<file path="src/rtl/up_pix_pkg.sv">
// Shared types and constants for the RGB888 pixel to 32-bit word packer.
// Four 24-bit pixels fill exactly three little-endian 32-bit words.
package up_pix_pkg;

  localparam int PIX_W  = 24;
  localparam int WORD_W = 32;

  typedef enum logic [1:0] {PH0, PH1, PH2, PH3} phase_t;

  // Number of residue bits that form the low part of each phase's word.
  localparam int RES_BITS_PH1 = 24;
  localparam int RES_BITS_PH2 = 16;
  localparam int RES_BITS_PH3 = 8;

  function automatic logic [WORD_W-1:0] pack_word(input phase_t ph,
                                                  input logic [PIX_W-1:0] residue,
                                                  input logic [PIX_W-1:0] pix);
    logic [WORD_W-1:0] w;
    w = '0;
    case (ph)
      PH1:     w = {pix[WORD_W-RES_BITS_PH1-1:0], residue[RES_BITS_PH1-1:0]};
      PH2:     w = {pix[WORD_W-RES_BITS_PH2-1:0], residue[RES_BITS_PH2-1:0]};
      PH3:     w = {pix[WORD_W-RES_BITS_PH3-1:0], residue[RES_BITS_PH3-1:0]};
      default: w = '0;
    endcase
    return w;
  endfunction

  // The part of the pixel not yet emitted, right-aligned for the next phase.
  function automatic logic [PIX_W-1:0] next_residue(input phase_t ph,
                                                    input logic [PIX_W-1:0] pix);
    logic [PIX_W-1:0] r;
    r = '0;
    case (ph)
      PH0:     r = pix;
      PH1:     r = PIX_W'(pix[PIX_W-1:WORD_W-RES_BITS_PH1]);
      PH2:     r = PIX_W'(pix[PIX_W-1:WORD_W-RES_BITS_PH2]);
      default: r = '0;
    endcase
    return r;
  endfunction

endpackage

</file>
<file path="src/rtl/up_pix_skid.sv">
// Two-entry pixel buffer in front of the packer; issues FIFO reads so that
// in-flight data always has a free slot, sustaining one pixel per clock.
module up_pix_skid
  import up_pix_pkg::*;
(
  input  logic             clk,
  input  logic             rst_n,
  input  logic             frame_sync,
  input  logic             fifo_empty,
  input  logic [PIX_W-1:0] fifo_rd_data,
  input  logic             take,
  output logic             fifo_rd_en,
  output logic             head_valid,
  output logic [PIX_W-1:0] head_data
);

  logic [1:0]       buf_count;
  logic [1:0]       count_after_pop;
  logic             rd_pend;
  logic             armed;
  logic             pop;
  logic [PIX_W-1:0] slot0;
  logic [PIX_W-1:0] slot1;

  assign head_valid      = (buf_count != 2'd0);
  assign head_data       = slot0;
  assign pop             = take && head_valid;
  assign count_after_pop = buf_count - {1'b0, pop};

  // Occupancy is judged after this cycle's pop so a full-rate stream never stalls.
  assign fifo_rd_en = armed && !fifo_empty && !frame_sync &&
                      ((count_after_pop + {1'b0, rd_pend}) < 2'd2);

  always_ff @(posedge clk or negedge rst_n) begin
    if (!rst_n) begin
      buf_count <= 2'd0;
      rd_pend   <= 1'b0;
      armed     <= 1'b0;
      slot0     <= '0;
      slot1     <= '0;
    end else begin
      armed <= 1'b1;
      if (frame_sync) begin
        buf_count <= 2'd0;
        rd_pend   <= 1'b0;
      end else begin
        rd_pend   <= fifo_rd_en;
        buf_count <= count_after_pop + {1'b0, rd_pend};
        if (pop) slot0 <= slot1;
        if (rd_pend) begin
          if (count_after_pop == 2'd0) slot0 <= fifo_rd_data;
          else                         slot1 <= fifo_rd_data;
        end
      end
    end
  end

endmodule

</file>
<file path="src/rtl/up_fifo_pix_packer.sv">
// Drains the RGB888 pixel FIFO, packs 4 pixels into 3 words and streams them
// to the DDR writer with line-end (m_last) and frame-start (m_user) tags.
module up_fifo_pix_packer
  import up_pix_pkg::*;
#(
  parameter int H_ACTIVE = 1280,
  parameter int V_ACTIVE = 720
) (
  input  logic              clk,
  input  logic              rst_n,
  input  logic              frame_sync,
  output logic              fifo_rd_en,
  input  logic [PIX_W-1:0]  fifo_rd_data,
  input  logic              fifo_empty,
  output logic [WORD_W-1:0] m_data,
  output logic              m_valid,
  input  logic              m_ready,
  output logic              m_last,
  output logic              m_user
);

  localparam int PIX_CNT_W  = (H_ACTIVE > 1) ? $clog2(H_ACTIVE) : 1;
  localparam int LINE_CNT_W = (V_ACTIVE > 1) ? $clog2(V_ACTIVE) : 1;
  localparam logic [PIX_CNT_W-1:0]  PIX_LAST  = PIX_CNT_W'(H_ACTIVE - 1);
  localparam logic [LINE_CNT_W-1:0] LINE_LAST = LINE_CNT_W'(V_ACTIVE - 1);

  generate
    if ((H_ACTIVE % 4) != 0 || H_ACTIVE < 4) begin : g_bad_h_active
      $error("H_ACTIVE must be a positive multiple of 4");
    end
  endgenerate

  phase_t                 ph;
  logic [PIX_W-1:0]       residue;
  logic [PIX_CNT_W-1:0]   pix_cnt;
  logic [LINE_CNT_W-1:0]  line_cnt;
  logic                   head_valid;
  logic [PIX_W-1:0]       head_data;
  logic                   out_free;
  logic                   take;

  // A ph0 pixel only fills the residue, so it may be absorbed during a stall.
  assign out_free = !m_valid || m_ready;
  assign take     = head_valid && ((ph == PH0) || out_free);

  up_pix_skid u_skid (
    .clk          (clk),
    .rst_n        (rst_n),
    .frame_sync   (frame_sync),
    .fifo_empty   (fifo_empty),
    .fifo_rd_data (fifo_rd_data),
    .take         (take),
    .fifo_rd_en   (fifo_rd_en),
    .head_valid   (head_valid),
    .head_data    (head_data)
  );

  always_ff @(posedge clk or negedge rst_n) begin
    if (!rst_n) begin
      ph       <= PH0;
      residue  <= '0;
      pix_cnt  <= '0;
      line_cnt <= '0;
      m_valid  <= 1'b0;
      m_data   <= '0;
      m_last   <= 1'b0;
      m_user   <= 1'b0;
    end else if (frame_sync) begin
      ph       <= PH0;
      residue  <= '0;
      pix_cnt  <= '0;
      line_cnt <= '0;
      m_valid  <= 1'b0;
      m_data   <= '0;
      m_last   <= 1'b0;
      m_user   <= 1'b0;
    end else begin
      if (m_valid && m_ready) m_valid <= 1'b0;
      if (take) begin
        ph      <= phase_t'(ph + 2'd1);
        residue <= next_residue(ph, head_data);
        if (pix_cnt == PIX_LAST) begin
          pix_cnt  <= '0;
          line_cnt <= (line_cnt == LINE_LAST) ? '0 : line_cnt + LINE_CNT_W'(1);
        end else begin
          pix_cnt <= pix_cnt + PIX_CNT_W'(1);
        end
        if (ph != PH0) begin
          m_valid <= 1'b1;
          m_data  <= pack_word(ph, residue, head_data);
          m_last  <= (ph == PH3) && (pix_cnt == PIX_LAST);
          m_user  <= (ph == PH1) && (pix_cnt == PIX_CNT_W'(1)) && (line_cnt == '0);
        end
      end
    end
  end

endmodule

</file>
<file path="config.mk">
export PLATFORM = sky130hd
export DESIGN_NAME = up_fifo_pix_packer
export DESIGN_NICKNAME = d
export VERILOG_FILES = /design/src/rtl/up_pix_pkg.sv /design/src/rtl/up_pix_skid.sv /design/src/rtl/up_fifo_pix_packer.sv
export SDC_FILE = /design/constraint.sdc
export NUM_CORES = 1
export LEC_CHECK = 0
export ABC_CLOCK_PERIOD_IN_PS = 6040
export CAP_MARGIN = 20
export CORE_AREA = 2 2 183 149
export DETAILED_ROUTE_END_ITERATION = 7
export DIE_AREA = 0 0 185 151
export SYNTH_ARGS = -nofsm -noshare
export SYNTH_HDL_FRONTEND = slang
export SYNTH_SLANG_ARGS = --single-unit
export TNS_END_PERCENT = 50
</file>
<file path="constraint.sdc">
create_clock -name clk -period 6.04 [get_ports clk]
set_input_delay 0.906 -clock clk [delete_from_list [all_inputs] [get_ports clk]]
set_output_delay 0.906 -clock clk [all_outputs]
set_load 0.02 [all_outputs]
</file>
==> results of run 1 <==
synth_stat cells, types with 9 or more instances:
| library cell | number |
|---|---|
| a22oi_1 | 16 |
| a222oi_1 | 24 |
| clkbuf_1 | 27 |
| mux2_2 | 24 |
| nand2_1 | 69 |
| inv_1 | 12 |
| nand3_1 | 12 |
| or4_1 | 10 |
| a2bb2oi_1 | 23 |
| o21ai_0 | 14 |
| o22ai_1 | 24 |
| or3_1 | 20 |
| o31ai_1 | 34 |
| nor2_1 | 9 |
| ha_1 | 12 |
| buf_2 | 12 |
| a21oi_1 | 35 |
| dfrtp_1 | 134 |
per-stage QoR:
step           cells  util (%)  power (mW)  cell area [µm²]
2_1_floorplan    592         -        2.16             6410
3_3_place_gp     968      28.0        2.47             7270
3_5_place_dp     969      28.0        2.49             7270
4_1_cts         1001      30.6        3.69             7950
5_1_grt         1003      30.7        3.89             7990
6_report        1003      30.7        3.69             7990
power by group through the flow:
stage | registers (mW) | clock network (mW) | logic [mW]
4_1_cts | 1.41 | 1.20 | 1.08
5_1_grt | 1.44 | 1.24 | 1.20
6_report | 1.41 | 1.18 | 1.10
3_3_place_gp | 1.41 | 0 | 1.06
2_1_floorplan | 1.34 | 0 | 0.822
3_5_place_dp | 1.42 | 0 | 1.07
cells by family after synthesis:
| family | count (synthesis) |
|---|---|
| compound gates | 189 |
| xor+xnor | 4 |
| fa+ha+maj | 12 |
| buf+inv | 65 |
| flops | 134 |
| mux | 26 |
| other cells | 1 |
| simple gates | 161 |
final cells by class:
class | count | area [µm²]
Timing Repair Buffer | 74 | 742
Tap cell | 357 | 447
Inverter | 13 | 48.8
Sequential cell | 134 | 3350
Multi-Input combinational cell | 393 | 2730
Clock inverter | 11 | 195
Fill cell | 2676 | 18000
Clock buffer | 21 | 480
layer usage:
metal	up-vias	GRT usage, %
met2	184	16.1
met4	0	3.49
li1	2339	-
met1	2475	20.3
met5	-	0
met3	11	3.90
sequential cells by signal, indices dropped and copies added, names as in the netlist:
register	cells
line_cnt	10
m_data	32
u_skid.slot1	24
m_last	1
residue	24
u_skid.head_data	24
m_valid	1
u_skid.buf_count	2
u_skid.armed	1
pix_cnt	11
m_user	1
ph	2
u_skid.rd_pend	1
final timing paths:
path | from | endpoint | slack (ns) | cells past startpoint
worst max-delay path | ph[0] | fifo_rd_en | 1.04 | 11
worst min-delay path | m_data[16] | m_data[16] | 0.47 | 2
worst max register to register | ph[0] | u_skid.head_data[23] | 2.07 | 10
worst min register to register | m_data[16] | m_data[16] | 0.47 | 2
max in group asynchronous | rst_n | u_skid.head_data[12] | 4.33 | 2
min in group asynchronous | rst_n | m_data[3] | 0.53 | 1
placed cells by master, fill, tap and decap left out, types with 17 or more instances in the layout:
master and instances:
mux2_2 24, o22ai_1 24, dfrtp_1 134, a222oi_1 24
clkbuf_16 17, clkdlybuf4s50_1 63, o31ai_1 34, a2bb2oi_1 23
nand2_1 69, a21oi_1 35, or3_1 20
tightest hold or removal path, stage by stage, from the launching register on:
cell and delay (ns):
dfrtp_1 0.34, nand2_1 0.05, o31ai_1 0.05
==> summary.md, run 1 <==
| Metric | Value |
|---|---|
| Vias/cell | `4.99` |
| Die height | `151 µm` |
| Clock network power share | `32.0%` |
| Synth Area in Adders | `2.34%` |
| Tmin final | `5.00 ns` |
| Vias | `5009` |
| Synth top area cells | `dfrtp_1, mux2_2, nand2_1` |
| H-tree levels | `4` |
| Switching power | `1.27 mW` |
| Post-DRT Antenna Nets | `0` |
| Post-synthesis register bit count | `134` |
| Pins Over Slew Limit | `0` |
| RSZ-0062 raised after global routing | `false` |
| Global placer's final weighted congestion | `0.786` |
| Int Power | `2.42 mW` |
| DRT iter0 DRCs | `675` |
| Final net count | `674` |
| FFs w/ async S/R, synth | `100%` |
| Switching Fraction | `34.5%` |
| # rows | `53` |
| Clock Tree Buf Depth | `2` |
| Die ar. | `27900 µm²` |
| Hold_ws | `0.474 ns` |
| HP Class | `flop to flop` |
| Gr usage total | `12.8%` |
| Count of cell types in the netlist | `53` |
| HPWL Detailed | `11600 µm` |
| Clock Skew | `0.00741 ns` |
| Wirelength per Cell | `17.2 µm` |
| # Max-Cap Violations | `0` |
| EDFF count, synth | `0` |
| Layout cells sized above 1 | `12.2%` |
| Simple-gate share of the synthesized area | `13.4%` |
| Crit path cell chain | `inv_1, ha_1, or3b_1, nand2_4, inv_1, ha_1, inv_1, ha_1, xnor2_1, nor4b_1, clkdlybuf4s50_1` |
| Routed wire length on met2 | `6740 µm` |
| Max incr delay on CP | `0.68 ns` |
| Cells after synthesis | `592` |
| Yosys top cell area share | `52.3%` |
| Synth warn | `0` |
| Largest family of logic cells by synthesized area | `compound AO/OA/AOI/OAI gates` |
| Buf/Inv on CP | `4` |
| Max-slew headroom | `31.9%` |
| Initial Utilization | `24.7%` |
| Seq/Total Area, Yosys | `52.3%` |
| Area of the mapped netlist | `6410 µm²` |
| Final hold vios | `0` |
| # DRC | `6` |
| Slowest CP cell | `clkdlybuf4s50_1` |
| P&R area growth vs syn | `24.7%` |
| Leak | `3.16 nW` |
| Failing checks | `DRC` |
| Count of inserted antenna diode cells | `0` |
| Cell taking the most area after synthesis | `dfrtp_1` |
| TritonCTS Buffers | `17` |
| Critical Path Fanout Max | `19` |
| Post-synthesis mux area share | `4.55%` |
| Largest net degree at the start of global routing | `82` |
| Top achievable clock speed | `200 MHz` |
| Number of setup violations in the final report | `0` |
| Critical Path Start Type | `flop` |
| CTS tree | `done` |
| Xor-xnor portion of the synthesized cell area | `0.547%` |
| Postcts setup bufs | `0` |
| Combinational power share | `29.7%` |
| Worst-Skew Late Latency | `0.43 ns` |
| DR top layer | `met4` |
| VDD IR max | `0.000226 V` |
| Root Buffer | `clkbuf_16` |
| First-pass GRT wire length | `27400 µm` |
| IO Port Bufs | `64` |
| Clock Sink Count | `134` |
| Period utilization | `82.8%` |
| CP Capture Type | `output pin` |
| Met3 WL | `1470 µm` |
| Outcome | `finished with violations` |
| Flop pwr share | `38.3%` |
| Post-Synthesis Mean Instance Area | `10.8 µm²` |
| Total negative slack | `0 ns` |
| Ys flop type | `dfrtp_1` |
| CP Data Arrival Time | `4.09 ns` |
| Final wirelength | `17200 µm` |
| I/O pins | `65` |
| Pwr/cell area | `462 nW/µm²` |
| Compound-cell area share of the yosys netlist | `21.6%` |
| Met1 wire length | `8860 µm` |
| Core Region | `26000 µm²` |
| Top delay family on crit path | `simple AND/OR/NAND/NOR gates` |
| Number of global-route vias before repair | `4665` |
| CTS Hold Bufs | `0` |
| CTS clk-pin slew, worst paths | `0.06 ns` |
| Worst Max-Slew Pin Slew | `1.02 ns` |
| DRT Pass-1 Iters | `8` |
| Syn_nets | `633` |
| Grt ovf | `0` |
| CP Class | `flop to output pin` |
| Place WS | `1.26 ns` |
| Chip width | `185 µm` |
| Final setup margin | `1.04 ns` |
| CP required | `5.13 ns` |
| Initial antenna violation count | `0` |
| Quantity of gates resized following cts | `0` |
(Power assumes the default switching activity.)
==> run 2: changes to the inputs <==
- ABC_CLOCK_PERIOD_IN_PS: 6040 -> 4310
- clock period: 6.04 -> 4.31 ns (I/O delays scaled with it)
==> summary.md, run 2 (synthesized netlist as in run 1, its figures left out) <==
| Metric | Value |
|---|---|
| Outcome | `completed` |
| Vias/cell | `4.98 (-0.24%)` |
| # Max-Cap Violations | `0 (unchanged)` |
| Largest Register | `m_data` |
| Top delay family on crit path | `simple AND/OR/NAND/NOR gates` |
| Die height | `151 µm (unchanged)` |
| Tmin final | `3.84 ns` |
| Final wirelength | `17100 µm (-0.60%)` |
| Vias | `5027 (+0.36%)` |
| DRT iter0 DRCs | `632 (-6.4%)` |
| Flop pwr share | `39.1% (+0.8 points)` |
| Post-DRT Antenna Nets | `0 (unchanged)` |
| CTS clk-pin slew, worst paths | `0.07 ns (about the same)` |
| Hold_ws | `0.263 ns (-0.210 ns)` |
| Combinational power share | `30.7% (+1.0 points)` |
| TritonCTS Buffers | `17 (unchanged)` |
| I/O pins | `65 (unchanged)` |
| HP Class | `primary input to asynchronous set/reset pin` |
| Grt ovf | `0 (unchanged)` |
| Wirelength per Cell | `17.0 µm (-1.2%)` |
| Initial Utilization | `24.7% (unchanged)` |
| Max-slew headroom | `33.5% (+1.7 points)` |
| Most frequent cells in the layout | `dfrtp_1, nand2_1, clkdlybuf4s50_1` |
| Pins Over Slew Limit | `0 (unchanged)` |
| Largest net degree at the start of global routing | `85 (+3.7%)` |
| RSZ-0062 raised after global routing | `false` |
| Worst-Skew Late Latency | `0.43 ns (about the same)` |
| HPWL Detailed | `11800 µm (+1.5%)` |
| Count of inserted antenna diode cells | `0 (unchanged)` |
| Slowest CP cell | `dfrtp_1` |
| Number of setup violations in the final report | `0 (unchanged)` |
| Number of global-route vias before repair | `4706 (+0.88%)` |
| Global placer's final weighted congestion | `0.771 (-1.9%)` |
| Max incr delay on CP | `0.44 ns (-0.24 ns)` |
| H-tree levels | `4 (unchanged)` |
| IO Port Bufs | `64 (unchanged)` |
| Final hold vios | `0 (unchanged)` |
| Leak | `3.18 nW (+0.57%)` |
| CP required | `3.66 ns (-1.47 ns)` |
| Pwr/cell area | `633 nW/µm² (+37%)` |
| P&R area growth vs syn | `24.2%` |
| Total negative slack | `0 ns (unchanged)` |
| Final net count | `680 (+0.89%)` |
| First-pass GRT wire length | `27300 µm (-0.38%)` |
| CTS tree | `done` |
| DRT Pass-1 Iters | `7 (-1)` |
| CP Capture Type | `output pin` |
| Clock network power share | `30.2% (-1.8 points)` |
| CP Data Arrival Time | `3.20 ns (-0.89 ns)` |
| Crit path cell chain | `inv_1, ha_1, or3b_1, nand2_4, inv_1, ha_1, inv_1, ha_1, xnor2_1, nor4b_1, dlymetal6s2s_1` |
| Commonest non-fill, non-tap cell in the layout | `dfrtp_1` |
| Worst Max-Slew Pin Slew | `0.997 ns (-0.0251 ns)` |
| Clock Skew | `0.0125 ns (+0.00508 ns)` |
| Core Region | `26000 µm² (unchanged)` |
| VDD IR max | `0.000358 V (+58%)` |
| Die ar. | `27900 µm² (unchanged)` |
| Buf/Inv on CP | `4 (unchanged)` |
| Clock Tree Buf Depth | `2 (unchanged)` |
| Switching Fraction | `35.3% (+0.82 points)` |
| Clock Sink Count | `134 (unchanged)` |
| R2R Setup Slk | `0.91 ns (-1.16 ns)` |
| Top achievable clock speed | `260 MHz` |
| Root Buffer | `clkbuf_16` |
| Largest register FFs | `32 (unchanged)` |
| Postcts setup bufs | `0 (unchanged)` |
| CP Class | `flop to output pin` |
| Critical Path Start Type | `flop` |
| Int Power | `3.26 mW (+35%)` |
| Gr usage total | `12.8% (+0.052 points)` |
| Layout cells sized above 1 | `13.2% (+0.96 points)` |
| Chip width | `185 µm (unchanged)` |
| # rows | `53 (unchanged)` |
| Critical Path Fanout Max | `5 (-14)` |
| Switching power | `1.78 mW (+40%)` |
| Period utilization | `89.2%` |
| # DRC | `0 (-6)` |
| Initial antenna violation count | `1 (+1)` |
==> run 2: cell type report <==
class | count | area (µm²)
multi-input cells | 393 | 2730
fillers | 2701 | 18000
inverters | 13 | 48.8
clock buffers | 20 | 467
repair buffers | 80 | 764
well taps | 357 | 447
flip-flops and latches | 134 | 3350
clock inverters | 12 | 150
==> run 2: what timing repair did <==
item	in CTS	in global routing
hold buffers	0	0
gates resized for setup	1	1
endpoints found under the setup margin	1	1
==> run 2: per-layer routing <==
| metal | global-route usage [%] | up-vias | part of all wire (%) |
|---|---|---|---|
| li1 | - | 2352 | - |
| met1 | 19.6 | 2469 | 51 |
| met2 | 17.1 | 192 | 39 |
| met3 | 3.75 | 14 | 8.2 |
| met4 | 3.89 | 0 | 1.1 |
| met5 | 0 | - | 0 |
==> run 2: path summary, 6_finish.rpt <==
| kind | start | end | depth (start not counted) |
|---|---|---|---|
| worst min-delay path | rst_n | pix_cnt[3] | 1 |
| min in group clk | m_data[8] | m_data[8] | 2 |
| worst max register to register | ph[0] | u_skid.head_data[22] | 10 |
| worst max-delay path | ph[0] | fifo_rd_en | 11 |
| worst min register to register | m_data[8] | m_data[8] | 2 |
| max in group asynchronous | rst_n | m_data[5] | 2 |
==> run 2: power groups by stage <==
stage | combinational, mW | clock, mW | sequential, mW
after floorplan | 1.15 | 0 | 1.88
after global placement | 1.51 | 0 | 1.97
after detailed placement | 1.53 | 0 | 1.98
after CTS | 1.55 | 1.54 | 1.96
after global routing | 1.72 | 1.60 | 2.02
final | 1.55 | 1.52 | 1.97
==> run 2: through the flow <==
stage,instances,total power [mW],utilization (%),worst slack (ns),instance area [µm²]
after global routing,1009,5.35,30.6,0.245,7960
after floorplan,592,3.03,-,0.551,6410
after CTS,1009,5.06,30.6,0.0140,7960
after detailed placement,977,3.51,28.2,0.213,7340
final,1009,5.04,30.6,0.465,7960
after global placement,977,3.48,28.2,0.205,7340
==> run 3: changes to the inputs <==
- CORE_AREA: 2 2 183 149 -> 2 2 182 149
- CTS_CLUSTER_DIAMETER: default -> 150
- DIE_AREA: 0 0 185 151 -> 0 0 184 151
- SYNTH_HIERARCHICAL: default -> 1
==> summary.md, run 3 <==
| Metric | Value |
|---|---|
| Vias/cell | `4.93 (-0.97%)` |
| Ys flop type | `dfrtp_1` |
| H-tree levels | `4 (unchanged)` |
| Post-Synthesis Mean Instance Area | `10.9 µm² (+0.65%)` |
| FFs w/ async S/R, synth | `100% (unchanged)` |
| Initial antenna violation count | `4 (+3)` |
| Critical Path Start Type | `flop` |
| VDD IR max | `0.000319 V (-11%)` |
| Syn_nets | `628 (-0.79%)` |
| Outcome | `completed` |
| Largest register FFs | `32 (unchanged)` |
| DRT iter0 DRCs | `546 (-14%)` |
| Top achievable clock speed | `253 MHz (-2.7%)` |
| TritonCTS Buffers | `17 (unchanged)` |
| Clock Skew | `0.00752 ns (-0.00498 ns)` |
| HP Class | `primary input to asynchronous set/reset pin` |
| CP Capture Type | `output pin` |
| CTS clk-pin slew, worst paths | `0.06 ns (about the same)` |
| Post-synth top cells | `dfrtp_1, nand2_1, and3_1, o21ai_0, clkbuf_1` |
| Seq/Total Area, Yosys | `52.4% (+0.10 points)` |
| Int Power | `2.77 mW (-15%)` |
| CP required | `3.66 ns (about the same)` |
| RSZ-0062 raised after global routing | `false` |
| Final hold vios | `0 (unchanged)` |
| Die height | `151 µm (unchanged)` |
| Clock Sink Count | `134 (unchanged)` |
| Chip width | `184 µm (-0.54%)` |
| Grt ovf | `0 (unchanged)` |
| IO Port Bufs | `64 (unchanged)` |
| Pwr Total | `3.93 mW (-22%)` |
| Final wirelength | `16600 µm (-2.9%)` |
| Worst-Skew Late Latency | `0.42 ns (about the same)` |
| Flop pwr share | `45.8% (+6.7 points)` |
| Leak | `3.30 nW (+3.7%)` |
| Global placer's final weighted congestion | `0.799 (+3.6%)` |
| Period utilization | `91.7% (+2.5 points)` |
| Pwr/cell area | `492 nW/µm² (-22%)` |
| Number of global-route vias before repair | `4529 (-3.8%)` |
| Yosys top cell area share | `52.4% (+0.10 points)` |
| Gr usage total | `12.3% (-0.52 points)` |
| Layout cells sized above 1 | `12.9% (-0.27 points)` |
| Largest Register | `m_data` |
| I/O pins | `65 (unchanged)` |
| Cells after synthesis | `587 (-0.84%)` |
| Root Buffer | `clkbuf_16` |
| Commonest non-fill, non-tap cell in the layout | `dfrtp_1` |
| CTS Hold Bufs | `0 (unchanged)` |
| Count of cell types in the netlist | `56 (+5.7%)` |
| Pins Over Slew Limit | `0 (unchanged)` |
| Number of setup violations in the final report | `0 (unchanged)` |
| Layout Cells excl Fill | `982 (-2.7%)` |
| HPWL Detailed | `11200 µm (-4.7%)` |
| Vias | `4845 (-3.6%)` |
| # DRC | `0 (unchanged)` |
| Postcts setup bufs | `0 (unchanged)` |
| Cell taking the most area after synthesis | `dfrtp_1` |
| Final net count | `678 (-0.29%)` |
| Clock Tree Buf Depth | `2 (unchanged)` |
| Most frequent cells in the layout | `dfrtp_1, nand2_1, clkdlybuf4s50_1` |
| Critical Path Fanout Max | `4 (-1)` |
| DP Cell Count | `948 (-3.0%)` |
| Wirelength per Cell | `16.9 µm (-0.24%)` |
| DP Area | `7360 µm² (+0.34%)` |
| Area of the mapped netlist | `6400 µm² (-0.20%)` |
| Final instance area | `7980 µm² (+0.14%)` |
| Post-DRT Antenna Nets | `0 (unchanged)` |
| Synth top area cells | `dfrtp_1, nand2_1, mux2_2` |
| DRT Pass-1 Iters | `7 (unchanged)` |
| Synth warn | `6 (+6)` |
| CTS tree | `done` |
| Initial Utilization | `24.7% (+0.078 points)` |
| Die ar. | `27800 µm² (-0.54%)` |
| First-pass GRT wire length | `26200 µm (-4.1%)` |
| CP Data Arrival Time | `3.31 ns (+0.11 ns)` |
| Count leader, synth | `dfrtp_1` |
| Largest net degree at the start of global routing | `92 (+8.2%)` |
| EDFF count, synth | `0 (unchanged)` |
| Clock network power share | `38.1% (+7.9 points)` |
| Core Region | `25900 µm² (-0.51%)` |
| Combinational power share | `16.1% (-15 points)` |
| Max-slew headroom | `24.3% (-9.3 points)` |
| Post-synthesis register bit count | `134 (unchanged)` |
| Total negative slack | `0 ns (unchanged)` |
| Switching Fraction | `29.5% (-5.9 points)` |
| Tmin final | `3.95 ns (+0.108 ns)` |
| Switching power | `1.16 mW (-35%)` |
| # Max-Cap Violations | `0 (unchanged)` |
| P&R area growth vs syn | `24.7%` |
| Worst Max-Slew Pin Slew | `1.13 ns (+0.138 ns)` |
| # rows | `53 (unchanged)` |
| CP Class | `flop to output pin` |
-- run 3: power groups by stage --
stage | Clock (mW) | Sequential (mW) | Combinational [mW]
3_5_place_dp | 0 | 1.81 | 0.637
3_3_place_gp | 0 | 1.80 | 0.628
6_report | 1.49 | 1.80 | 0.632
4_1_cts | 1.53 | 1.79 | 0.638
2_1_floorplan | 0 | 1.69 | 0.464
5_1_grt | 1.58 | 1.83 | 0.702
-- run 3: cell families (layout without fill, tap and decap cells) --
family | Yosys count | in the layout | share of synthesized area, %
xor+xnor | 7 | 7 | 1.25
other cells | 1 | 3 | 0.0586
compound gates | 165 | 165 | 20.6
simple gates | 177 | 177 | 14.5
flops | 134 | 134 | 52.4
fa+ha+maj | 12 | 12 | 2.35
buf+inv | 66 | 129 | 4.46
mux | 25 | 25 | 4.38
-- run 3: through the flow --
| step | worst slack (ns) | hold WS [ns] | utilization [%] |
|---|---|---|---|
| final | 0.357 | 0.311 | 30.8 |
| after global placement | 0.149 | 0.461 | 28.5 |
| after detailed placement | 0.125 | 0.466 | 28.5 |
| after CTS | 0.287 | 0.344 | 30.8 |
| after global routing | 0.0637 | 0.376 | 30.8 |
| after floorplan | 0.398 | 0.351 | - |
-- run 3: final cells by class --
class | count | area [µm²]
Timing Repair Buffer | 78 | 746
Multi-Input combinational cell | 387 | 2780
Fill cell | 2681 | 17900
Antenna cell | 2 | 5.00
Inverter | 19 | 71.3
Clock buffer | 21 | 460
Clock inverter | 11 | 149
Sequential cell | 134 | 3350
Tap cell | 330 | 413
-- run 3: worst max-delay path, stage by stage (launching register included) --
cell	delay, ns
dfrtp_1	0.39
inv_1	0.11
ha_1	0.22
or3b_2	0.51
nand2_1	0.11
inv_1	0.05
o21ai_0	0.09
inv_1	0.07
ha_1	0.29
inv_1	0.05
ha_1	0.18
xnor2_1	0.17
nor4b_1	0.27
dlygate4sd2_1	0.39
-- run 3: repair_timing --
| action | 4_1_cts | 5_1_grt |
|---|---|---|
| endpoints found under the hold margin | 0 | 0 |
| gates resized for setup | 1 | 0 |
| setup endpoints to repair | 1 | 0 |
-- run 3: worst paths after layout --
kind                       startpoint                   to  slack [ns]  depth (start not counted)
setup / recovery                ph[0]           fifo_rd_en        0.36                         13
hold / removal                  rst_n           m_data[20]        0.31                          1
setup reg to reg                ph[0]  u_skid/head_data[5]        0.80                         12
hold reg to reg                m_user               m_user        0.48                          2
max in group asynchronous       rst_n       u_skid/rd_pend        3.10                          2
min in group clk               m_user               m_user        0.48                          2
-- run 3: per-layer routing --
layer	vias up	part of all wire, %	routed length (µm)	global-route usage (%)
met5	-	0.072	12	0
met3	12	9.3	1550	4.26
met1	2336	50	8330	18.9
met4	2	0.84	139	3.48
met2	169	40	6600	15.9
li1	2326	-	-	-
